## src/rtl/cfg_chain_loader_if.sv

```systemverilog
// Programming and configuration bus for cfg_chain_loader.
// The master drives the programming pins; the slave is the loader itself.
interface cfg_chain_loader_if #(
    parameter int CHAIN_LEN = 64,
    parameter int LANES     = 1
);
    logic                 prog_clk;
    logic                 prog_rst;
    logic                 prog_en;
    logic [LANES-1:0]     prog_data_in;
    logic [LANES-1:0]     prog_data_out;
    logic [CHAIN_LEN-1:0] cfg_bits;
    logic                 cfg_valid;
    logic                 busy;
    logic                 err;

    modport master (
        output prog_clk, prog_rst, prog_en, prog_data_in,
        input  prog_data_out, cfg_bits, cfg_valid, busy, err
    );

    modport slave (
        input  prog_clk, prog_rst, prog_en, prog_data_in,
        output prog_data_out, cfg_bits, cfg_valid, busy, err
    );
endinterface

```

## src/rtl/cfg_chain_loader.sv

```systemverilog
// Configuration chain loader: shifts a shadow chain from an asynchronous strobe
// and commits it atomically to cfg_bits. Optional CRC-8 check via CFG_CHAIN_CRC_EN.
module cfg_chain_loader #(
    parameter int CHAIN_LEN = 64,
    parameter int LANES     = 1
) (
    input  logic               clk,
    input  logic               rst_n,
    cfg_chain_loader_if.slave  bus
);
`ifdef CFG_CHAIN_CRC_EN
    localparam int CRC_W     = 8;
    localparam int PAY_BEATS = CHAIN_LEN / LANES;
`else
    localparam int CRC_W     = 0;
`endif
    localparam int SH_W  = CHAIN_LEN + CRC_W;
    localparam int BEATS = SH_W / LANES;
    localparam int CNT_W = $clog2(BEATS + 1);

    generate
        if (LANES != 1 && LANES != 2 && LANES != 4 && LANES != 8) begin : g_bad_lanes
            $error("cfg_chain_loader: LANES must be 1, 2, 4 or 8");
        end
        if (CHAIN_LEN <= 0 || (CHAIN_LEN % LANES) != 0) begin : g_bad_len
            $error("cfg_chain_loader: CHAIN_LEN must be a positive multiple of LANES");
        end
    endgenerate

    typedef enum logic [1:0] {IDLE, SHIFT, DONE} state_t;

    state_t             state;
    state_t             state_next;
    logic [1:0]         strobe_sync;
    logic               strobe_prev;
    logic [1:0]         en_sync;
    logic [LANES-1:0]   data_s1;
    logic [LANES-1:0]   data_s2;
    logic [SH_W-1:0]    shadow;
    logic [SH_W-1:0]    shadow_next;
    logic [CNT_W-1:0]   beat_cnt;
    logic [CHAIN_LEN-1:0] cfg_reg;
    logic               cfg_valid_reg;
    logic               err_reg;
    logic               beat;
    logic               load_end;
    logic               crc_ok;

    // strobe_prev is the third stage that turns the synchronised strobe into an edge
    always_ff @(posedge clk or negedge rst_n) begin
        if (!rst_n) begin
            strobe_sync <= '0;
            strobe_prev <= 1'b0;
            en_sync     <= '0;
            data_s1     <= '0;
            data_s2     <= '0;
        end else begin
            strobe_sync <= {strobe_sync[0], bus.prog_clk};
            strobe_prev <= strobe_sync[1];
            en_sync     <= {en_sync[0], bus.prog_en};
            data_s1     <= bus.prog_data_in;
            data_s2     <= data_s1;
        end
    end

    assign beat        = strobe_sync[1] & ~strobe_prev & en_sync[1];
    assign shadow_next = (shadow << LANES) | SH_W'(data_s2);
    assign load_end    = beat && (state != DONE) && (beat_cnt == CNT_W'(BEATS - 1));

`ifdef CFG_CHAIN_CRC_EN
    logic [7:0] crc;

    function automatic logic [7:0] crc8_step(input logic [7:0] c, input logic [LANES-1:0] d);
        logic [7:0] r;
        logic       fb;
        r = c;
        for (int i = LANES - 1; i >= 0; i--) begin
            fb = r[7] ^ d[i];
            r  = {r[6:0], 1'b0} ^ (fb ? 8'h07 : 8'h00);
        end
        return r;
    endfunction

    // CRC runs over payload beats only; the trailing beats carry the reference
    always_ff @(posedge clk or negedge rst_n) begin
        if (!rst_n) begin
            crc <= '0;
        end else if (bus.prog_rst) begin
            crc <= '0;
        end else if (beat && state != DONE && beat_cnt < CNT_W'(PAY_BEATS)) begin
            crc <= crc8_step(crc, data_s2);
        end
    end

    assign crc_ok = (crc == shadow_next[7:0]);
`else
    assign crc_ok = 1'b1;
`endif

    always_ff @(posedge clk or negedge rst_n) begin
        if (!rst_n) begin
            state <= IDLE;
        end else begin
            state <= state_next;
        end
    end

    always_comb begin
        state_next = state;
        if (bus.prog_rst) begin
            state_next = IDLE;
        end else if (beat) begin
            unique case (state)
                IDLE:    state_next = load_end ? DONE : SHIFT;
                SHIFT:   state_next = load_end ? DONE : SHIFT;
                DONE:    state_next = DONE;
                default: state_next = IDLE;
            endcase
        end
    end

    // cfg_bits only moves on a complete, checked load so the fabric never sees partial data
    always_ff @(posedge clk or negedge rst_n) begin
        if (!rst_n) begin
            shadow        <= '0;
            beat_cnt      <= '0;
            cfg_reg       <= '0;
            cfg_valid_reg <= 1'b0;
            err_reg       <= 1'b0;
        end else if (bus.prog_rst) begin
            shadow        <= '0;
            beat_cnt      <= '0;
            cfg_valid_reg <= 1'b0;
            err_reg       <= 1'b0;
        end else if (beat) begin
            shadow <= shadow_next;
            if (state == DONE) begin
                err_reg <= 1'b1;
            end else begin
                beat_cnt <= beat_cnt + CNT_W'(1);
                if (load_end) begin
                    if (crc_ok) begin
                        cfg_reg       <= shadow_next[SH_W-1 -: CHAIN_LEN];
                        cfg_valid_reg <= 1'b1;
                    end else begin
                        err_reg <= 1'b1;
                    end
                end
            end
        end
    end

    assign bus.prog_data_out = shadow[SH_W-1 -: LANES];
    assign bus.cfg_bits      = cfg_reg;
    assign bus.cfg_valid     = cfg_valid_reg;
    assign bus.busy          = (state == SHIFT);
    assign bus.err           = err_reg;
endmodule

```

## src/flat_wrapper.sv

```systemverilog
// flat-port wrapper written by rule: the top's interface ports become plain ports
module cfg_chain_loader_flat 
#(
    parameter int CHAIN_LEN = 64,
    parameter int LANES     = 1
)
  (clk, rst_n, bus_prog_clk, bus_prog_rst, bus_prog_en, bus_prog_data_in, bus_prog_data_out, bus_cfg_bits, bus_cfg_valid, bus_busy, bus_err);
  cfg_chain_loader_if #(.CHAIN_LEN(CHAIN_LEN), .LANES(LANES)) bus_i ();
  input  logic clk;
  input  logic rst_n;
  input wire logic [$bits(bus_i.prog_clk)-1:0] bus_prog_clk;
  input wire logic [$bits(bus_i.prog_rst)-1:0] bus_prog_rst;
  input wire logic [$bits(bus_i.prog_en)-1:0] bus_prog_en;
  input wire logic [$bits(bus_i.prog_data_in)-1:0] bus_prog_data_in;
  output wire logic [$bits(bus_i.prog_data_out)-1:0] bus_prog_data_out;
  output wire logic [$bits(bus_i.cfg_bits)-1:0] bus_cfg_bits;
  output wire logic [$bits(bus_i.cfg_valid)-1:0] bus_cfg_valid;
  output wire logic [$bits(bus_i.busy)-1:0] bus_busy;
  output wire logic [$bits(bus_i.err)-1:0] bus_err;
  assign bus_i.prog_clk = bus_prog_clk;
  assign bus_i.prog_rst = bus_prog_rst;
  assign bus_i.prog_en = bus_prog_en;
  assign bus_i.prog_data_in = bus_prog_data_in;
  assign bus_prog_data_out = bus_i.prog_data_out;
  assign bus_cfg_bits = bus_i.cfg_bits;
  assign bus_cfg_valid = bus_i.cfg_valid;
  assign bus_busy = bus_i.busy;
  assign bus_err = bus_i.err;
  cfg_chain_loader #(.CHAIN_LEN(CHAIN_LEN), .LANES(LANES)) u_core (.clk(clk), .rst_n(rst_n), .bus(bus_i));
endmodule
```

## config.mk

```make
export PLATFORM = sky130hd
export DESIGN_NAME = cfg_chain_loader_flat
export DESIGN_NICKNAME = d
export VERILOG_FILES = /design/src/rtl/cfg_chain_loader_if.sv /design/src/rtl/cfg_chain_loader.sv /design/src/flat_wrapper.sv
export SDC_FILE = /design/constraint.sdc
export NUM_CORES = 1
export LEC_CHECK = 0
export CORE_UTILIZATION = 55
export CTS_CLUSTER_DIAMETER = 50
export DETAILED_ROUTE_END_ITERATION = 8
export GPL_TIMING_DRIVEN = 1
export PLACE_DENSITY = 0.78
export RECOVER_POWER = 50
export SLEW_MARGIN = 20
export SYNTH_ARGS = -nofsm -noshare
export SYNTH_HDL_FRONTEND = slang
export SYNTH_SLANG_ARGS = --single-unit
```

## constraint.sdc

```tcl
create_clock -name clk -period 4.52 [get_ports clk]
set_input_delay 0.678 -clock clk [delete_from_list [all_inputs] [get_ports clk]]
set_output_delay 0.678 -clock clk [all_outputs]
set_load 0.02 [all_outputs]
```

# Word level (Yosys, flattened, before mapping)
# Cells that the tools add are included.
[totals] register_bits=146 elab_cells=50
[classes] n_addsub=1 eq_ne=5 mux=16 bitwise_logic=6 reduce_logical=11
[op_table] op="two-way mux 64 bit" count=2
[op_table] op="OR 64 x 1 -> 64 bit" count=1
[op_table] op="two-way mux 7 bit" count=3
[op_table] op="adder 7 x 1 -> 7 bit, second input constant" count=1
[op_table] op="equality test 7 x 6 -> 1 bit, second input constant" count=1
[op_table] op="two-way mux 1 bit" count=7
[op_table] op="two-way mux 2 bit" count=3
[op_table] op="nonzero test 2 bit" count=3
[op_table] op="!= test 2 bit, second input constant" count=2
[op_table] op="one-hot mux 2 bit (2 select lines)" count=1
[op_table] op="AND reduction 2 bit" count=2
[op_table] op="AND reduction 4 bit" count=1
[op_table] op="inverter 1 bit" count=3
[op_table] op="AND reduction 3 bit" count=1
[op_table] op="AND 1 bit" count=2
[op_table] op="equality test 2 x 1 -> 1 bit, second input constant" count=1
[op_table] op="equality test 2 bit, second input constant" count=1
[op_table] op="logical AND 1 bit" count=2
[op_table] op="zero test 2 bit" count=1
[op_table] op="OR reduction 2 bit" count=1

# Depth between registers and ports, before layout
# Gate-level depths: netlist of the first run.
[depth] depth_word=9 depth_mapped=6 depth_no_buf=5

# Least setup slack after synthesis of the first run
# Ideal clock, no wire load.
[synth_timing] path_kind="input port to flip-flop" start="in bus_prog_rst" end="reg u_core.cfg_reg[0], in the netlist u_core.bus.cfg_bits[0]" setup_ns=0.125 t_arrival_ns=1.601 t_required_ns=4.395 slack_ns=2.794 path_stages=4 n_path_buf=1 cell_sequence="nor3_2 -> nand4_4 -> buf_6 -> mux2_4"
[synth_between] elab_chain_cells=2
[synth_rtl] item="from (decl)" line_no="flat_wrapper.sv:12" source="input wire logic [$bits(bus_i.prog_rst)-1:0] bus_prog_rst;"
[synth_rtl] item="inverter 1 bit (no line)"
[synth_rtl] item="AND reduction 4 bit (no line)"
[synth_rtl] item="to (signal assigned)" line_no="cfg_chain_loader.sv:143" source="cfg_reg <= shadow_next[SH_W-1 -: CHAIN_LEN];"
[synth_rtl] item="to (decl)" line_no="cfg_chain_loader.sv:42" source="logic [CHAIN_LEN-1:0] cfg_reg;"
# No other way between the ends.
# A chain may end at the register's enable or synchronous reset.

# Worst setup path after layout of the first run
[layout_timing] start="reg u_core.strobe_prev" end="reg u_core.cfg_reg[14], in the netlist u_core.bus.cfg_bits[14]"
[layout_between] elab_chain_cells=6
[layout_rtl] item="from (decl)" line_no="cfg_chain_loader.sv:35" source="logic strobe_prev;"
[layout_rtl] item="from (signal assigned)" line_no="cfg_chain_loader.sv:59" source="strobe_prev <= strobe_sync[1];"
[layout_rtl] item="inverter 1 bit *" line_no="cfg_chain_loader.sv:66" source="assign beat = strobe_sync[1] & ~strobe_prev & en_sync[1];"
[layout_rtl] item="AND 1 bit * (2 in a row)" line_no="cfg_chain_loader.sv:66"
[layout_rtl] item="logical AND 1 bit (2 in a row)" line_no="cfg_chain_loader.sv:68" source="assign load_end = beat && (state != DONE) && (beat_cnt == CNT_W'(BEATS - 1));"
[layout_rtl] item="AND reduction 4 bit (no line) *"
# Every way passes the cells marked *; elsewhere a longest branch is shown, timed or not.

==> run metrics, run 1 <==
Final Non-Filler Cells approximately 690; final hold viol count 0; cell total after placement between 600 and 700; H-Tree Depth 4; Final Critical Period roughly 3000 ps; yosys warns 0; total wire length ~11 mm; slew margin rel. -84.9%; placed cell area 6610 µm²; sequential share of the synthesized area ~62%; worst vdd ir ~310 µV; nets@finish roughly 550; worst path arrival time roughly 3400 ps; combinational power share about 2.2%; Die Span Y between 100 and 150 µm; first-pass GRT wire length 18.9 mm; Design Area, Final around 7200 µm²; met1 GRT Util around 30%; total chip power approximately 2.7 mW; initial core utilization 56.7%; GR Overflow Total 0; Setup TNS Final 0 ps; IO Port Bufs 73; # Post-CTS Setup Buffers 0; Crit Path Category flip-flop to flip-flop; Finish-stage setup viols 0; critical path's slowest cell nand3b_4; met3 Resource Use GR between 6 and 7%; Max Root-Sink Buffers 2; Syn Inst Count about 470; Core ar. 10,300 µm²; worst slew pin tran about 2800 ps; row cnt 37; drt pass-1 iters 5; IO Count 74; Setup crit end kind flip-flop; busiest layer in global routing met2; Critical Path Fanout Max 73; status finished with violations; commonest non-fill, non-tap cell in the layout dfrtp_1; final hold slack 349 ps; Detail Route Antenna Nets 0; worst path cell trace nand3b_4 > nor2_4 > nand4_4 > buf_4 > mux2_4; sequential power share 48.4%; Unique masters post-synth 28; final period utilization about two thirds; Static Leak between 3 and 4 nW; drc violations 0; hold_buf cts 0; gr usage total a little over a fifth; Area growth syn-to-layout 22.6%; # diodes 0; mean post-synth cell area roughly 12 µm²; initial drt markers 270; fraction of layout cells with a size suffix above 1 between 10% and 20%; CP Buf/Inv Count 1; internal power ~2.1 mW; vias in the first global route between 3k and 4k; Pins Over Slew Limit about 190; area of the die about 11,000 µm²; pin count of the biggest net entering global routing about 120; max-cap violations 2; clock skew 8.93 ps; post-cts resize count 0; crit-path leading delay family simple AND/OR/NAND/NOR gates; initial antenna violation count 0; worst endpoint required time approximately 4900 ps; clk slew on worst S/H paths roughly 60 ps; WL/cell between 15 and 20 µm; clk_lat worst skew 520 ps; gpl congestion roughly 0.74; Syn Nets about 480; Net Sw Frac around a quarter; power density over cell area between 300 and 400 nW/µm²; via density per instance 5.36; most frequent cells in the layout dfrtp_1, nand2_1, a21oi_1, clkdlybuf4s50_1, mux2_4; total CTS buffers 17; Root Buffer clkbuf_8; dpl hpwl roughly 6.2 mm; achievable clock frequency approximately 340 MHz; CTS tree done; unrepaired setup endpoints after global routing false; failing checks capacitance limit, slew limit; largest stage delay on the critical path around 700 ps; clock network power share between 40 and 50%; Mapped Area between 5000 and 6000 µm²; synthesis-stage register bit count about 150; Die X-Extent 105 µm; Worst Hold Class flip-flop to flip-flop; met2 Use GR between 30% and 40%; clk sink count 146; via count around 3.7k; CP startpoint kind flip-flop; Psw roughly 630 µW
cell usage after synthesis:
library cell | count | area share [%]
a311oi_1 | 1 | 0.15
nor2_1 | 7 | 0.45
or3_1 | 1 | 0.11
buf_6 | 6 | 1.2
nand3b_4 | 1 | 0.34
xnor2_1 | 5 | 0.75
nor3_1 | 2 | 0.17
nor4b_1 | 1 | 0.15
and3b_1 | 1 | 0.15
buf_1 | 3 | 0.19
nor2b_1 | 2 | 0.21
nor4_1 | 1 | 0.11
mux2_4 | 60 | 15
ha_1 | 1 | 0.21
nor2_4 | 1 | 0.19
nor3_2 | 1 | 0.17
clkbuf_1 | 19 | 1.2
o41ai_1 | 1 | 0.15
a21oi_1 | 70 | 6.0
buf_2 | 1 | 0.085
nand4_4 | 1 | 0.36
buf_4 | 1 | 0.13
nor3b_1 | 1 | 0.13
dfrtp_1 | 146 | 62
mux2_2 | 4 | 0.77
nand2_1 | 133 | 8.5
nand3_1 | 2 | 0.17
o21ai_0 | 1 | 0.085
power groups by stage:
| stage | sequential (mW) | clock, mW | combinational [mW] |
|---|---|---|---|
| floorplan | 1.34 | 0 | 0.0261 |
| global placement | 1.34 | 0 | 0.0606 |
| detailed placement | 1.34 | 0 | 0.0623 |
| CTS | 1.31 | 1.36 | 0.0627 |
| global route | 1.31 | 1.42 | 0.0675 |
| finish | 1.31 | 1.34 | 0.0595 |
metrics by stage:
stage	util, %	setup slack (ps)
finish	69.5	1560
global route	69.5	1200
CTS	69.6	1550
detailed placement	64.0	1590
global placement	64.0	1650
floorplan	-	2790
layout make-up:
class	instances	area [µm²]
Clock inverter	14	145
Sequential cell	146	3650
Tap cell	136	170
Timing Repair Buffer	76	743
Clock buffer	18	428
Fill cell	733	3150
Multi-Input combinational cell	298	2030
logic make-up after synthesis:
family                     Yosys count  synth area share [%]
and+or+nand+nor                    155                  11.3
AOI/OAI and AO/OA                   73                  6.37
xor gates and xnor gates             5                 0.749
muxes                               64                  16.2
buffers and inverters               30                  2.78
DFF                                146                  62.5
adders and majority gates            1                 0.214
path summary, 6_finish.rpt:
path / from / slack (ps) / end / depth (start not counted)
min: u_core.en_sync[0]$_DFF_PN0_ / 350 / u_core.en_sync[1]$_DFF_PN0_ / 0
max in group asynchronous: rst_n / 1870 / u_core.bus.cfg_bits[28]$_DFFE_PN0P_ / 1
min reg2reg: u_core.en_sync[0]$_DFF_PN0_ / 350 / u_core.en_sync[1]$_DFF_PN0_ / 0
min in group asynchronous: rst_n / 1000 / u_core.bus.cfg_bits[58]$_DFFE_PN0P_ / 1
max reg2reg: u_core.strobe_prev$_DFF_PN0_ / 1560 / u_core.bus.cfg_bits[14]$_DFFE_PN0P_ / 5
max: u_core.strobe_prev$_DFF_PN0_ / 1560 / u_core.bus.cfg_bits[14]$_DFFE_PN0P_ / 5
routing by layer:
| metal | part of all wire, % | wire, µm |
|---|---|---|
| met4 | 1.6 | 177 |
| met3 | 4.4 | 479 |
| met2 | 49 | 5360 |
| met1 | 45 | 4950 |
| met5 | 0 | 0 |
No activity file was read; power rests on OpenSTA's default activity.
==> run 2, diff against run 1 <==
==> constraint.sdc (replaced) <==
create_clock -name clk -period 2.8 [get_ports clk]
set_input_delay 0.42 -clock clk [delete_from_list [all_inputs] [get_ports clk]]
set_output_delay 0.42 -clock clk [all_outputs]
set_load 0.02 [all_outputs]
==> run 2 against run 1 <==
Compared with the run above: the run now ends clean; die area unchanged; clock power up 74%; cell count is 0.87% higher; sequential power rose by 62%; maximum frequency is 35% higher; hold slack got worse by 1.5 ps; wire length decreased by 2.4%; final area is 1.6% higher; core utilization grew 1.1 points; count of clock-buffer cells in the layout up 2; critical endpoint is now u_core.shadow[46]$_DFFE_PN0P_; largest power group unchanged.
==> run metrics, run 2 (synthesized netlist as in run 1, its figures left out) <==
met1 GRT Util 30.2% (+0.57 points); worst slew pin tran 1020 ps (-1750 ps); Register-to-Register Path Depth 4 (-1); Pins Over Slew Limit 0 (-100%); total CTS buffers 17 (unchanged); clk sink count 146 (unchanged); first-pass GRT wire length 18.4 mm (-2.2%); power density over cell area 626 nW/µm² (+65%); nets@finish 552 (+1.1%); r2r endpoint u_core.shadow[46]$_DFFE_PN0P_; achievable clock frequency 457 MHz (+35%); Root Buffer clkbuf_8; Setup TNS Final 0 ps (unchanged); met3 Resource Use GR 5.30% (-0.81 points); drt pass-1 iters 5 (unchanged); area of the die 11,100 µm² (unchanged); met2 Use GR 32.4% (-1.7 points); Die Span Y 105 µm (unchanged); Static Leak 3.42 nW (+1.8%); min-delay src u_core.en_sync[0]$_DFF_PN0_; # diodes 0 (unchanged); Final Critical Period 2190 ps (-775 ps); Setup crit end kind flip-flop; unrepaired setup endpoints after global routing false; clk_lat worst skew 520 ps (about the same); fill count 693 (-5.5%); Die X-Extent 105 µm (unchanged); final period utilization 78.1% (+13 points); total wire length 10.7 mm (-2.4%); initial drt markers 174 (-36%); WL/cell 15.4 µm (-3.3%); vias in the first global route 3,713 (-2.5%); # Post-CTS Setup Buffers 0 (unchanged); worst vdd ir 381 µV (+24%); Worst Hold Endpoint u_core.en_sync[1]$_DFF_PN0_; Crit Path Category flip-flop to flip-flop; reg2reg setup slack 610 ps (-940 ps); Worst Hold Class flip-flop to flip-flop; busiest layer in global routing met2; worst path arrival time 2610 ps (-750 ps); gpl congestion 0.778 (+5.3%); H-Tree Depth 4 (unchanged); post-cts resize count 0 (unchanged); most frequent cells in the layout dfrtp_1, nand2_1, a21oi_1, clkdlybuf4s50_1, mux2_4; fraction of layout cells with a size suffix above 1 19.4% (+0.33 points); Core ar. 10,300 µm² (unchanged); clk slew on worst S/H paths 60 ps (about the same); hold path cells 0 (unchanged); max-cap violations 0 (-2); dpl hpwl 6.39 mm (+3.4%); clock skew 12.2 ps (+3.24 ps); final hold slack 347 ps (-1.52 ps); multi-input logic area 2030 µm² (unchanged); initial antenna violation count 0 (unchanged); Area growth syn-to-layout 24.6%; final hold viol count 0 (unchanged); Max Root-Sink Buffers 2 (unchanged); row cnt 37 (unchanged); via density per instance 5.34 (-0.38%); Critical Path Fanout Max 25 (-66%); CP startpoint kind flip-flop; initial core utilization 56.7% (unchanged); Finish-stage setup viols 0 (unchanged); slew margin rel. 31.8% (+120 points); pin count of the biggest net entering global routing 76 (-36%); CTS tree done; Detail Route Antenna Nets 0 (unchanged); GR Overflow Total 0 (unchanged); via count 3,709 (+0.49%); hold_buf cts 1 (+1); IO Count 74 (unchanged); drc violations 0 (unchanged); FF/Latch Area 3650 µm² (unchanged); worst endpoint required time 3220 ps (-1700 ps); gr usage total 21.4% (-0.62 points); IO Port Bufs 73 (unchanged); reg2reg start u_core.strobe_prev$_DFF_PN0_; status completed; commonest non-fill, non-tap cell in the layout dfrtp_1
-- run 2: cell type report --
type | count | share of cell area [%]
Multi-Input combinational cell | 298 | 27.9
Clock buffer | 20 | 5.97
Timing Repair Buffer | 82 | 11.2
Clock inverter | 12 | 2.47
Tap cell | 136 | 2.33
Sequential cell | 146 | 50.1
-- run 2: how the worst max path moves through the flow --
stage,cells past startpoint,slack (ps),startpoint,end
after floorplan,6,1160,u_core.state[1]$_DFFE_PN0P_,u_core.bus.cfg_bits[0]$_DFFE_PN0P_
after global placement,5,710,u_core.strobe_prev$_DFF_PN0_,u_core.bus.cfg_bits[63]$_DFFE_PN0P_
after detailed placement,5,630,u_core.state[1]$_DFFE_PN0P_,u_core.bus.cfg_bits[1]$_DFFE_PN0P_
after CTS,5,610,u_core.state[1]$_DFFE_PN0P_,u_core.bus.cfg_bits[14]$_DFFE_PN0P_
after global routing,4,450,u_core.strobe_sync[1]$_DFF_PN0_,u_core.shadow[46]$_DFFE_PN0P_
final,4,610,u_core.strobe_prev$_DFF_PN0_,u_core.shadow[46]$_DFFE_PN0P_
-- run 2: worst max-delay path, stage by stage, from the launching register on --
cell	delay (ps)
dfrtp_1	380
and3b_1	870
clkbuf_2	540
nand2_1	120
a21oi_1	180
-- run 2: power breakdown --
part           switching [mW]  internal, mW  total (mW)
registers             0.00548          2.12        2.12
logic                  0.0850        0.0181       0.103
clock network           0.858          1.48        2.33
total                   0.948          3.61        4.56
-- run 2: metrics by stage --
stage	cells	area (µm²)	total power, mW	setup slack [ps]	util, %
after global placement	661	6670	2.26	707	64.6
after detailed placement	661	6670	2.27	628	64.6
after CTS	694	7300	4.60	611	70.7
after global routing	694	7290	4.70	446	70.6
final	694	7290	4.56	613	70.6
after floorplan	474	5850	2.20	1160	-
-- run 2: routing by layer --
layer / wire length, µm / vias to the layer above / part of all wire, %
met3: 472 / 17 / 4.4
met5: 0 / - / 0
li1: - / 1727 / -
met2: 5110 / 119 / 48
met4: 147 / 0 / 1.4
met1: 4970 / 1846 / 46
==> run 3, diff against run 2 <==
--- a/config.mk
+++ b/config.mk
@@ -5,11 +5,11 @@
 export SDC_FILE = /design/constraint.sdc
 export NUM_CORES = 1
 export LEC_CHECK = 0
-export CORE_UTILIZATION = 55
+export CORE_UTILIZATION = 50
 export CTS_CLUSTER_DIAMETER = 50
 export DETAILED_ROUTE_END_ITERATION = 8
 export GPL_TIMING_DRIVEN = 1
-export PLACE_DENSITY = 0.78
+export PLACE_DENSITY = 0.75
 export RECOVER_POWER = 50
 export SLEW_MARGIN = 20
 export SYNTH_ARGS = -nofsm -noshare
==> constraint.sdc (replaced) <==
create_clock -name clk -period 1.9 [get_ports clk]
set_input_delay 0.285 -clock clk [delete_from_list [all_inputs] [get_ports clk]]
set_output_delay 0.285 -clock clk [all_outputs]
set_load 0.02 [all_outputs]
==> run 3 against run 2 <==
Compared with the run above: cell count up 1.3%; die area up 9.8%; clock power up 57%; count of clock-buffer cells in the layout up 1; final area up 1.3%; core utilization down 5.9 points; critical endpoint is now bus_cfg_bits[14]; highest routed layer unchanged.
==> run metrics, run 3 (synthesized netlist as in run 1, its figures left out) <==
status completed; placed cell area 6730 µm² (+0.84%); # Post-CTS Setup Buffers 0 (unchanged); gpl congestion 0.727 (-6.6%); unrepaired setup endpoints after global routing false; Die X-Extent 110 µm (+4.8%); total wire length 11.3 mm (+5.6%); Critical Path Fanout Max 2 (-92%); Crit Path Category flip-flop to output port; IO Count 74 (unchanged); via count 3,749 (+1.1%); IO Port Bufs 73 (unchanged); row cnt 39 (+5.4%); commonest non-fill, non-tap cell in the layout dfrtp_1; via density per instance 5.33 (-0.22%); worst slew pin tran 1240 ps (+214 ps); achievable clock frequency 580 MHz; worst path arrival time 1440 ps (-1170 ps); CP startpoint kind flip-flop; Area growth syn-to-layout 26.2%; Setup TNS Final 0 ps (unchanged); Final Critical Period ~1700 ps; Max Root-Sink Buffers 2 (unchanged); Design Area, Final 7380 µm² (+1.3%); Detail Route Antenna Nets 0 (unchanged); Static Leak 3.48 nW (+1.8%); H-Tree Depth 4 (unchanged); clock skew 7.32 ps (-4.84 ps); final hold slack 347 ps (-0.352 ps); CP Buf/Inv Count 1 (unchanged); critical path's slowest cell clkdlybuf4s50_1; crit-path leading delay family buffers and inverters; drc violations 0 (unchanged); power density over cell area 940 nW/µm² (+50%); drt pass-1 iters 5 (unchanged); final period utilization around nine tenths; area of the die 12,100 µm² (+9.8%); initial drt markers 174 (unchanged); fin util 64.7% (-5.9 points); worst endpoint required time 1620 ps (-1600 ps); gr usage total 20.8% (-0.55 points); slew margin rel. 17.5% (-14 points); fraction of layout cells with a size suffix above 1 20.2% (+0.82 points); largest stage delay on the critical path 630 ps (-240 ps); Finish-stage setup viols 0 (unchanged); pin count of the biggest net entering global routing 76 (unchanged); initial antenna violation count 0 (unchanged); dpl hpwl 6.67 mm (+4.5%); most frequent cells in the layout dfrtp_1, nand2_1, a21oi_1, clkdlybuf4s50_1, mux2_4; clk_lat worst skew 410 ps (-110 ps); Root Buffer clkbuf_16; total CTS buffers 17 (unchanged); fill count 861 (+24%); clk slew on worst S/H paths 60 ps (about the same); nets@finish 555 (+0.54%); vias in the first global route 3,755 (+1.1%); WL/cell 16.1 µm (+4.2%); CTS tree done; max-cap violations 0 (unchanged); Die Span Y 110 µm (+4.8%); total chip power 6.94 mW (+52%); first-pass GRT wire length 18.9 mm (+2.5%); Core ar. 11,400 µm² (+11%); GR Overflow Total 0 (unchanged); worst path cell trace clkdlybuf4s50_1; clk sink count 146 (unchanged); initial core utilization 51.2% (-5.4 points); Pins Over Slew Limit 0 (unchanged); # diodes 0 (unchanged); Worst Hold Class flip-flop to flip-flop; final hold viol count 0 (unchanged); Setup crit end kind output port; worst vdd ir 781 µV (+100%)
-- run 3: cell types whose count changed in the layout (fill, tap and decap cells not counted), sizes merged, moves of 2 or more --
cell	delta
inv	-2
buf	+2
clkbuf	+2
clkinvlp	-2
-- run 3: power breakdown --
group	switching, mW	internal (mW)
Combinational	0.127	0.0293
Clock	1.20	2.45
Sequential	0.00779	3.12
-- run 3: cell type report --
cell class | count | area, µm² | area share (%)
timing repair buffer | 85 | 855 | 11.6
tap | 143 | 179 | 2.42
clock inverter | 10 | 179 | 2.42
clock buffer | 21 | 480 | 6.51
sequential | 146 | 3650 | 49.5
multi-input combinational | 298 | 2040 | 27.6
-- run 3: repair_timing --
item / CTS / global route
hold buffers: 1 / 0
pin swaps: 0 / 0
resized for setup: 1 / 1
setup endpoints to repair: 1 / 1
hold endpoints to repair: 53 / 0
-- run 3: per-layer routing --
layer	up-vias	track usage (%)	part of all wire, %
li1	1733	-	-
met3	9	6.00	6.1
met1	1887	27.6	45
met5	-	0	0
met4	0	7.61	0.88
met2	120	32.8	48
-- run 3: final timing paths --
kind                                                startpoint                                  end  slack (ps)  depth (start not counted)
hold / removal                     u_core.en_sync[0]$_DFF_PN0_          u_core.en_sync[1]$_DFF_PN0_         350                          0
setup / recovery           u_core.bus.cfg_bits[14]$_DFFE_PN0P_                     bus_cfg_bits[14]         170                          1
max in group asynchronous                                rst_n        u_core.shadow[22]$_DFFE_PN0P_         340                          3
hold reg to reg                    u_core.en_sync[0]$_DFF_PN0_          u_core.en_sync[1]$_DFF_PN0_         350                          0
min in group asynchronous                                rst_n  u_core.bus.cfg_bits[51]$_DFFE_PN0P_         680                          2
setup reg to reg                   u_core.state[1]$_DFFE_PN0P_  u_core.bus.cfg_bits[14]$_DFFE_PN0P_         180                          5
-- run 3: stage by stage --
stage,setup slack (ps),instances
2_1_floorplan,258,474
3_5_place_dp,202,671
5_1_grt,79.0,703
3_3_place_gp,269,671
4_1_cts,135,703
6_report,174,703
